`config.mk`:
```
export PLATFORM = sky130hd
export DESIGN_NAME = md_button_scanner
export DESIGN_NICKNAME = d
export VERILOG_FILES = /design/src/rtl/md_button_scanner.sv
export SDC_FILE = /design/constraint.sdc
export NUM_CORES = 1
export LEC_CHECK = 0
export BUFFER_PORTS_ARGS = -buffer_cell sky130_fd_sc_hd__buf_2
export CAP_MARGIN = 30
export CELL_PAD_IN_SITES_DETAIL_PLACEMENT = 0
export CELL_PAD_IN_SITES_GLOBAL_PLACEMENT = 1
export CORE_MARGIN = 5
export CORE_UTILIZATION = 45
export CTS_BUF_LIST = sky130_fd_sc_hd__clkbuf_8
export DETAILED_ROUTE_END_ITERATION = 12
export PLACE_DENSITY = 0.82
export SLEW_MARGIN = 20
export SYNTH_ARGS = -nofsm -noshare
export SYNTH_HDL_FRONTEND = slang
export SYNTH_SLANG_ARGS = --single-unit
```
`constraint.sdc`:
```
create_clock -name clk -period 2.35 [get_ports clk]
set_input_delay 0.1175 -clock clk [delete_from_list [all_inputs] [get_ports clk]]
set_output_delay 0.1175 -clock clk [all_outputs]
set_load 0.02 [all_outputs]
```
`src/rtl/md_button_scanner.sv`:
```
// md_button_scanner: polls a 16-bit 74HC165-style chain, debounces the twelve
// Mega Drive buttons and presents them as registered active-low lines.
// Optional build macro: MD_SCANNER_SOCD_CLEAN_EN (opposite-direction cleaning).

// One debounce lane: a button output follows raw only after DEB consecutive
// disagreeing frames. deb_nxt is the value the lane will hold after this cycle.
module md_db_lane #(
    parameter int DEB = 3
) (
    input  logic clk,
    input  logic rst_n,
    input  logic upd,
    input  logic raw,
    output logic deb_nxt
);
    logic [3:0] cnt_q, cnt_d;
    logic       deb_q, deb_d;

    // Counter clears on agreement, else climbs; at DEB the output flips.
    always_comb begin
        cnt_d = cnt_q;
        deb_d = deb_q;
        if (upd) begin
            if (raw == deb_q) begin
                cnt_d = '0;
            end else if (cnt_q == 4'(DEB - 1)) begin
                deb_d = raw;
                cnt_d = '0;
            end else begin
                cnt_d = cnt_q + 4'd1;
            end
        end
    end

    // Lane state; released (1) with a cleared counter out of reset.
    always_ff @(posedge clk or negedge rst_n) begin
        if (!rst_n) begin
            cnt_q <= '0;
            deb_q <= 1'b1;
        end else begin
            cnt_q <= cnt_d;
            deb_q <= deb_d;
        end
    end

    assign deb_nxt = deb_d;
endmodule

module md_button_scanner #(
    parameter int CLK_FREQ       = 20000000,
    parameter int SCAN_HZ        = 1000,
    parameter int SHIFT_HZ       = 500000,
    parameter int DEBOUNCE_SCANS = 3
) (
    input  logic clk,
    input  logic rst_n,
    input  logic sr_data,
    output logic sr_load_n,
    output logic sr_clk,
    output logic up,
    output logic dw,
    output logic lf,
    output logic rg,
    output logic a,
    output logic b,
    output logic c,
    output logic st,
    output logic x,
    output logic y,
    output logic z,
    output logic md,
    output logic frame_valid
);
    localparam int NUM_BTN = 12;
    localparam int SP      = CLK_FREQ / SCAN_HZ;
    localparam int HP_RAW  = CLK_FREQ / (2 * SHIFT_HZ);
    localparam int HP      = (HP_RAW < 1) ? 1 : HP_RAW;
    localparam int SP_W    = (SP > 1) ? $clog2(SP) : 1;
    localparam int PH_W    = (HP > 1) ? $clog2(HP) : 1;

    // A frame must fit between ticks with margin, and the counter is 4 bits.
    generate
        if (SP <= 34 * HP) begin : g_bad_period
            $error("md_button_scanner: scan period must exceed 34 shift half-periods");
        end
        if (DEBOUNCE_SCANS < 1 || DEBOUNCE_SCANS > 15) begin : g_bad_deb
            $error("md_button_scanner: DEBOUNCE_SCANS must be 1..15");
        end
    endgenerate

    typedef enum logic [2:0] {
        ST_IDLE     = 3'd0,
        ST_LOAD     = 3'd1,
        ST_SHIFT_LO = 3'd2,
        ST_SHIFT_HI = 3'd3,
        ST_DONE     = 3'd4
    } state_t;

    state_t               state_q, state_d;
    logic [1:0]           rst_sync_q;
    logic                 run;
    logic [SP_W-1:0]      timer_q, timer_d;
    logic                 tick;
    logic [PH_W-1:0]      ph_q, ph_d;
    logic                 ph_last;
    logic [3:0]           bit_q, bit_d;
    logic [NUM_BTN-1:0]   raw_q, raw_d;
    logic [NUM_BTN-1:0]   deb_nxt;
    logic [NUM_BTN-1:0]   clean;
    logic [NUM_BTN-1:0]   out_q, out_d;
    logic                 upd;
    logic                 sr_load_n_q, sr_load_n_d;
    logic                 sr_clk_q, sr_clk_d;
    logic                 frame_valid_q, frame_valid_d;

    // Reset release is brought onto the clock before the scan timer may run.
    always_ff @(posedge clk or negedge rst_n) begin
        if (!rst_n) rst_sync_q <= 2'b00;
        else        rst_sync_q <= {rst_sync_q[0], 1'b1};
    end
    assign run = rst_sync_q[1];

    // Free-running frame timer; tick on its last count.
    always_comb begin
        timer_d = timer_q;
        if (!run)                            timer_d = '0;
        else if (timer_q == SP_W'(SP - 1))   timer_d = '0;
        else                                 timer_d = timer_q + 1'b1;
    end
    assign tick = run && (timer_q == SP_W'(SP - 1));

    assign ph_last = (ph_q == PH_W'(HP - 1));

    // Scan sequencer: load pulse, then 16 low/high shift phases, then DONE.
    // Ticks outside IDLE are simply ignored (dropped).
    always_comb begin
        state_d = state_q;
        ph_d    = ph_q;
        bit_d   = bit_q;
        raw_d   = raw_q;
        case (state_q)
            ST_IDLE: begin
                ph_d = '0;
                if (tick) state_d = ST_LOAD;
            end
            ST_LOAD: begin
                if (ph_last) begin
                    ph_d    = '0;
                    bit_d   = 4'd0;
                    state_d = ST_SHIFT_LO;
                end else begin
                    ph_d = ph_q + 1'b1;
                end
            end
            ST_SHIFT_LO: begin
                if (ph_last) begin
                    ph_d = '0;
                    // Bits 12..15 of the chain are clocked through but unused.
                    for (int i = 0; i < NUM_BTN; i++) begin
                        if (bit_q == 4'(i)) raw_d[i] = sr_data;
                    end
                    state_d = (bit_q == 4'd15) ? ST_DONE : ST_SHIFT_HI;
                end else begin
                    ph_d = ph_q + 1'b1;
                end
            end
            ST_SHIFT_HI: begin
                if (ph_last) begin
                    ph_d    = '0;
                    bit_d   = bit_q + 4'd1;
                    state_d = ST_SHIFT_LO;
                end else begin
                    ph_d = ph_q + 1'b1;
                end
            end
            ST_DONE: begin
                state_d = ST_IDLE;
            end
            default: begin
                state_d = ST_IDLE;
            end
        endcase
    end

    assign upd = (state_q == ST_DONE);

    generate
        for (genvar i = 0; i < NUM_BTN; i++) begin : g_lane
            md_db_lane #(.DEB(DEBOUNCE_SCANS)) u_lane (
                .clk     (clk),
                .rst_n   (rst_n),
                .upd     (upd),
                .raw     (raw_q[i]),
                .deb_nxt (deb_nxt[i])
            );
        end
    endgenerate

    // Debounced values go to the pins, optionally with opposite directions resolved.
    always_comb begin
        clean = deb_nxt;
`ifdef MD_SCANNER_SOCD_CLEAN_EN
        // Left+right pressed -> neutral; up+down pressed -> up wins.
        if (!clean[2] && !clean[3]) clean[3:2] = 2'b11;
        if (!clean[0] && !clean[1]) clean[1]   = 1'b1;
`endif
    end

    // Next values of the registered pins; chain strobes mirror the next state.
    always_comb begin
        out_d         = upd ? clean : out_q;
        sr_load_n_d   = (state_d != ST_LOAD);
        sr_clk_d      = (state_d == ST_SHIFT_HI);
        frame_valid_d = upd;
    end

    // All sequencer and pin state; reset is asynchronous so pins release at once.
    always_ff @(posedge clk or negedge rst_n) begin
        if (!rst_n) begin
            state_q       <= ST_IDLE;
            timer_q       <= '0;
            ph_q          <= '0;
            bit_q         <= '0;
            raw_q         <= '1;
            out_q         <= '1;
            sr_load_n_q   <= 1'b1;
            sr_clk_q      <= 1'b0;
            frame_valid_q <= 1'b0;
        end else begin
            state_q       <= state_d;
            timer_q       <= timer_d;
            ph_q          <= ph_d;
            bit_q         <= bit_d;
            raw_q         <= raw_d;
            out_q         <= out_d;
            sr_load_n_q   <= sr_load_n_d;
            sr_clk_q      <= sr_clk_d;
            frame_valid_q <= frame_valid_d;
        end
    end

    assign sr_load_n   = sr_load_n_q;
    assign sr_clk      = sr_clk_q;
    assign frame_valid = frame_valid_q;
    assign {md, z, y, x, st, c, b, a, rg, lf, dw, up} = out_q;
endmodule
```
Yosys cells after proc, flatten, opt, wreduce, memory -nomap -nowiden
Index checks and enable logic that the tools add are counted.
Cells by class
  bitwise logic cells: 0
  add/sub/neg operators: 15
  reduce and logical (&&, ||, !) cells: 20
  magnitude comparators: 0
  $mul: 0
  equality and inequality tests: 46
  divide/modulo/power cells: 0
  mux-type cells: 72
  shift operators: 0
Operator list (count)
  $mux W4: 26
  $eq A4 B2 Y1 const B: 14
  $add A4 B1 Y4 const B: 13
  $reduce_and A3 Y1: 13
  $mux W1: 36
  $mux W15: 2
  $eq A4 B4 Y1 const B: 5
  $eq A4 B3 Y1 const B: 4
  $add A15 B1 Y15 const B: 1
  $eq A15 B15 Y1 const B: 1
  $eq A1 B1 Y1: 12
  $mux W3: 4
  $pmux W5 S2: 1
  $eq A3 B2 Y1 const B: 3
  $pmux W3 S3: 1
  $pmux W4 S2: 1
  $add A5 B1 Y5 const B: 1
  $eq A5 B5 Y1 const B: 1
  $mux W5: 1
  $eq A4 B1 Y1 const B: 1
  $logic_not A4 Y1: 1
  $ne A2 B2 Y1 const B: 2
  $reduce_bool A2 Y1: 2
  $eq A3 B1 Y1 const B: 1
  6 further kinds: 6
Word-level totals
  bits in latches: 0
  flip-flop bits (word level): 116
  ROM bits: 0
  memory bits (writable): 0
  memories: 0

Depth between registers and ports, before layout
  word-level depth: 5
  mapped depth: 8
  mapped depth without buffers: 6

By module
Synthesis repeated with hierarchy kept, for this count alone.
Unflattened totals
  cell total of the unflattened synthesis: 547
  area, all modules: 6118.4 um^2
By module, submodules not included
  md_db_lane (g_lane[0].u_lane ...): seq. area each 126.4 um^2, times used 11, area an instance 287.8 um^2, cells each 26
  md_button_scanner: seq. area each 1432.6 um^2, times used 1, area an instance 2642.5 um^2, cells each 233
  md_db_lane (g_lane[9].u_lane): seq. area each 126.4 um^2, times used 1, area an instance 310.3 um^2, cells each 28

Worst setup path after synthesis
No wires, ideal clock.
  path type: register to register
  from: register timer_q[0]
  to: register state_q[0]
  clock period less this slack: 1.839 ns
  cell stages (with the launch flop): 7
  path slack: 0.511 ns
  library setup time: 0.104 ns
  arrival: 1.736 ns
  data required time: 2.246 ns
  path buffers: 1
  cell sequence: dfrtp_1 -> ha_1 -> buf_4 -> nor4b_1 -> nand4_1 -> or3b_2 -> a221oi_1
On the way
  cells in the longest elaborated chain, start to end: 4
RTL lines
  from (decl): RTL line 102  | logic [SP_W-1:0] timer_q, timer_d;
  from (signal assigned): RTL line 231  | timer_q <= timer_d;
  $eq A15 B15 Y1: RTL line 130  | assign tick = run && (timer_q == SP_W'(SP - 1));
  $logic_and A1 B1 Y1: RTL line 130
  $mux W3: RTL line 144  | if (tick) state_d = ST_LOAD;
  $pmux W3 S3: RTL line 141  | case (state_q)
  named net state_d[0]: RTL line 99  | state_t state_q, state_d;
  to (signal assigned): RTL line 230  | state_q <= state_d;
  to (decl): RTL line 99
The timed path passes the listed nets, and every way through them passes these cells.
A chain may end at the register's enable or synchronous reset.

Worst setup path after layout
Same ends and word-level chain as after synthesis.

==> flow_metrics.tcl <==
set metrics [dict create \
    p_per_area_nw_per_um2 638 \
    ioPinCount 18 \
    cts_made_buffers 17 \
    die_x_um 124 \
    clkTransAtPathRegs_ns 0.07 \
    via_per_inst 5.37 \
    hpwl_um 7150 \
    maxCapViolations 0 \
    syn_area_per_cell_um2 9.97 \
    synthCells 587 \
    yosysSeqAreaShare 0.504 \
    antenna_found_initial 0 \
    clockBufferDepth 2 \
    layout_common_cells "dfrtp_1, nand2_1, o21ai_0" \
    fin_skew_ns 0.00795 \
    worst_setup_path_end_kind "flop" \
    peakVddDrop_uv 402 \
    diodes 0 \
    hold_path_class "in -> reg" \
    final_nets 633 \
    finalSetupViolations 0 \
    period_needed_ns 2.11 \
    crit_fanout 8 \
    worstMarginPinSlew_ns 0.716 \
    vias 4257 \
    power.leakage_uw 0.00268 \
    cts_setup_buffers 0 \
    wl_um 10500 \
    reg2reg_depth 5 \
    area_delta_synth_final_pct 12.7 \
    grt_usage 0.153 \
    synth-async-reset-ratio 1.00 \
    hold_start "sr_data" \
    synth_edf_count 0 \
    die_h_um 124 \
    synth_nets 612 \
    first_iter_violations 266 \
    yosys_warnings 0 \
    clk_latency_ns 0.44 \
    cts_tree "built" \
    initial_utilization 0.462 \
    grt_pass1_vias 4182 \
    hold_viol 0 \
    crit_type "reg -> reg" \
    fin_crit_sh 0.898 \
    ant_nets 0 \
    ctsHoldBuffers 1 \
    drc 0 \
    rows 41 \
    synth.cell_area_um2 5850 \
    status "completed" \
    drive_above_1_share 0.206 \
    coreArea_um2 12700 \
    final-seq-area_um2 2950 \
    rr_endpoint "state_q[0]" \
    arrival_ns 2.45 \
    whs_path_depth 2 \
    root_buffer "clkbuf_8" \
    gp_congestion 0.778 \
    grt-ovfl-total 0 \
    dr.pass1.iters 4 \
    cts_max_level 4 \
    fmax_ghz 0.474 \
    grt_pass1_wl_um 18700 \
    fin_tns_setup_ns 0 \
    ys_types 49 \
    regToRegSetupSlack_ns 0.24 \
    whs_ns 0.0653 \
    nFillCells 1161 \
    synth-seq-cells 116 \
    final_common_cell "dfrtp_1" \
    r2r-start "timer_q[0]" \
    drv_slew 0 \
    cts.sinks 116 \
    cp-start-kind "flop" \
    grt_setup_unrepaired "false" \
    die_area_um2 15400 \
    ys.flop_type "dfrtp_1" \
    wl_per_cell_um 13.3 \
    multi_input_area_um2 2720 \
    grt_max_degree 61 \
    min_to "raw_q[2]" \
    relSlewSlack 0.522 \
    numPortBuffers 17 \
    crit_required_ns 2.69 \
    ctsResizeCount 0 \
]
[metal layers]
metal / vias to the layer above / share of wire / GRT usage
met1: 2088 / 0.47 / 0.189
met2: 40 / 0.49 / 0.249
met4: 0 / 0.013 / 0.0595
li1: 2118 / - / -
met5: - / 0 / 0
met3: 11 / 0.033 / 0.0504
[area by class of cell]
class,instances,share of cell area
sequential,116,0.447
tap,172,0.0326
inverter,20,0.0114
clock buffer,20,0.0418
timing repair buffer,26,0.0277
multi-input combinational,427,0.412
clock inverter,12,0.0270
[worst max-delay path, stage by stage, from the launching register on]
cell      delay, ns
dfrtp_1        0.42
ha_1           0.34
nor4b_1        0.29
nand4_1        0.21
or3b_2         0.50
a221oi_1       0.25
[where the power goes]
part	switching (µW)	internal [µW]	leakage (µW)
Sequential	19.3	2020	0.00148
Clock	833	1240	0.000217
Combinational	64.7	30.9	0.000984
Total	917	3290	0.00268
[Yosys cell counts, drive strengths merged, types with 2 or more instances]
library cell / number / area (µm²)
or3: 4 / 25.0
xor2: 9 / 78.8
dfrtp: 79 / 1980
and2: 3 / 18.8
a21o: 2 / 15.0
mux2: 24 / 270
a31oi: 3 / 18.8
xnor2: 15 / 131
nor4: 3 / 18.8
and3: 5 / 31.3
nand2b: 11 / 68.8
nor3: 18 / 90.1
o2bb2ai: 6 / 52.6
inv: 20 / 75.1
mux2i: 12 / 120
o31ai: 10 / 75.1
nand2: 72 / 270
buf: 8 / 52.5
ha: 22 / 275
dfstp: 37 / 972
nor2b: 2 / 12.5
a21oi: 18 / 90.1
clkbuf: 16 / 60.1
or3b: 4 / 35.0
or2: 6 / 37.5
nor4b: 5 / 43.8
nand3: 30 / 150
nand4bb: 2 / 22.5
nor3b: 13 / 97.6
o41ai: 3 / 26.3
nor2: 32 / 120
or4: 5 / 37.5
o21ai: 70 / 350
nand4: 9 / 56.3
[sequential cells by signal (all words and copies together) (netlist names)]
register / cells
sr_load_n: 1
timer_q: 15
frame_valid: 1
g_lane.u_lane.cnt_q: 48
sr_clk: 1
g_lane.u_lane.deb_q: 12
state_q: 3
raw_q: 12
ph_q: 5
rst_sync_q: 2
bit_q: 4
out_q: 12
[kinds of logic after synthesis]
kind of cell,after synthesis,share of synthesized area
xor gates and xnor gates,24,0.0359
muxes,36,0.0667
and+or+nand+nor,229,0.202
other,1,0.000641
buffers and inverters,44,0.0321
AOI/OAI and AO/OA,115,0.112
DFF,116,0.504
adders and majority gates,22,0.0470
[metrics by stage]
step                      instance area [µm²]  worst slack [ns]   util  power [µW]  instances
after global placement                   6130             0.360  0.484        2170        760
after floorplan                          5850             0.511      -        2120        587
after global routing                     6590            0.0466  0.520        4380        793
after detailed placement                 6130             0.278  0.484        2180        760
after CTS                                6590             0.247  0.520        4280        793
final                                    6590             0.239  0.520        4210        793
[worst max-delay path by stage]
stage            endpoint       start  slack (ns)  cells past startpoint
2_1_floorplan  state_q[0]  timer_q[0]        0.51                      6
3_3_place_gp   state_q[0]  timer_q[0]        0.36                      5
6_report       state_q[0]  timer_q[0]        0.24                      5
3_5_place_dp   state_q[0]  timer_q[0]        0.28                      5
5_1_grt        state_q[0]  timer_q[0]        0.05                      5
4_1_cts        state_q[0]  timer_q[0]        0.25                      5
No activity file was read; power rests on OpenSTA's default activity.
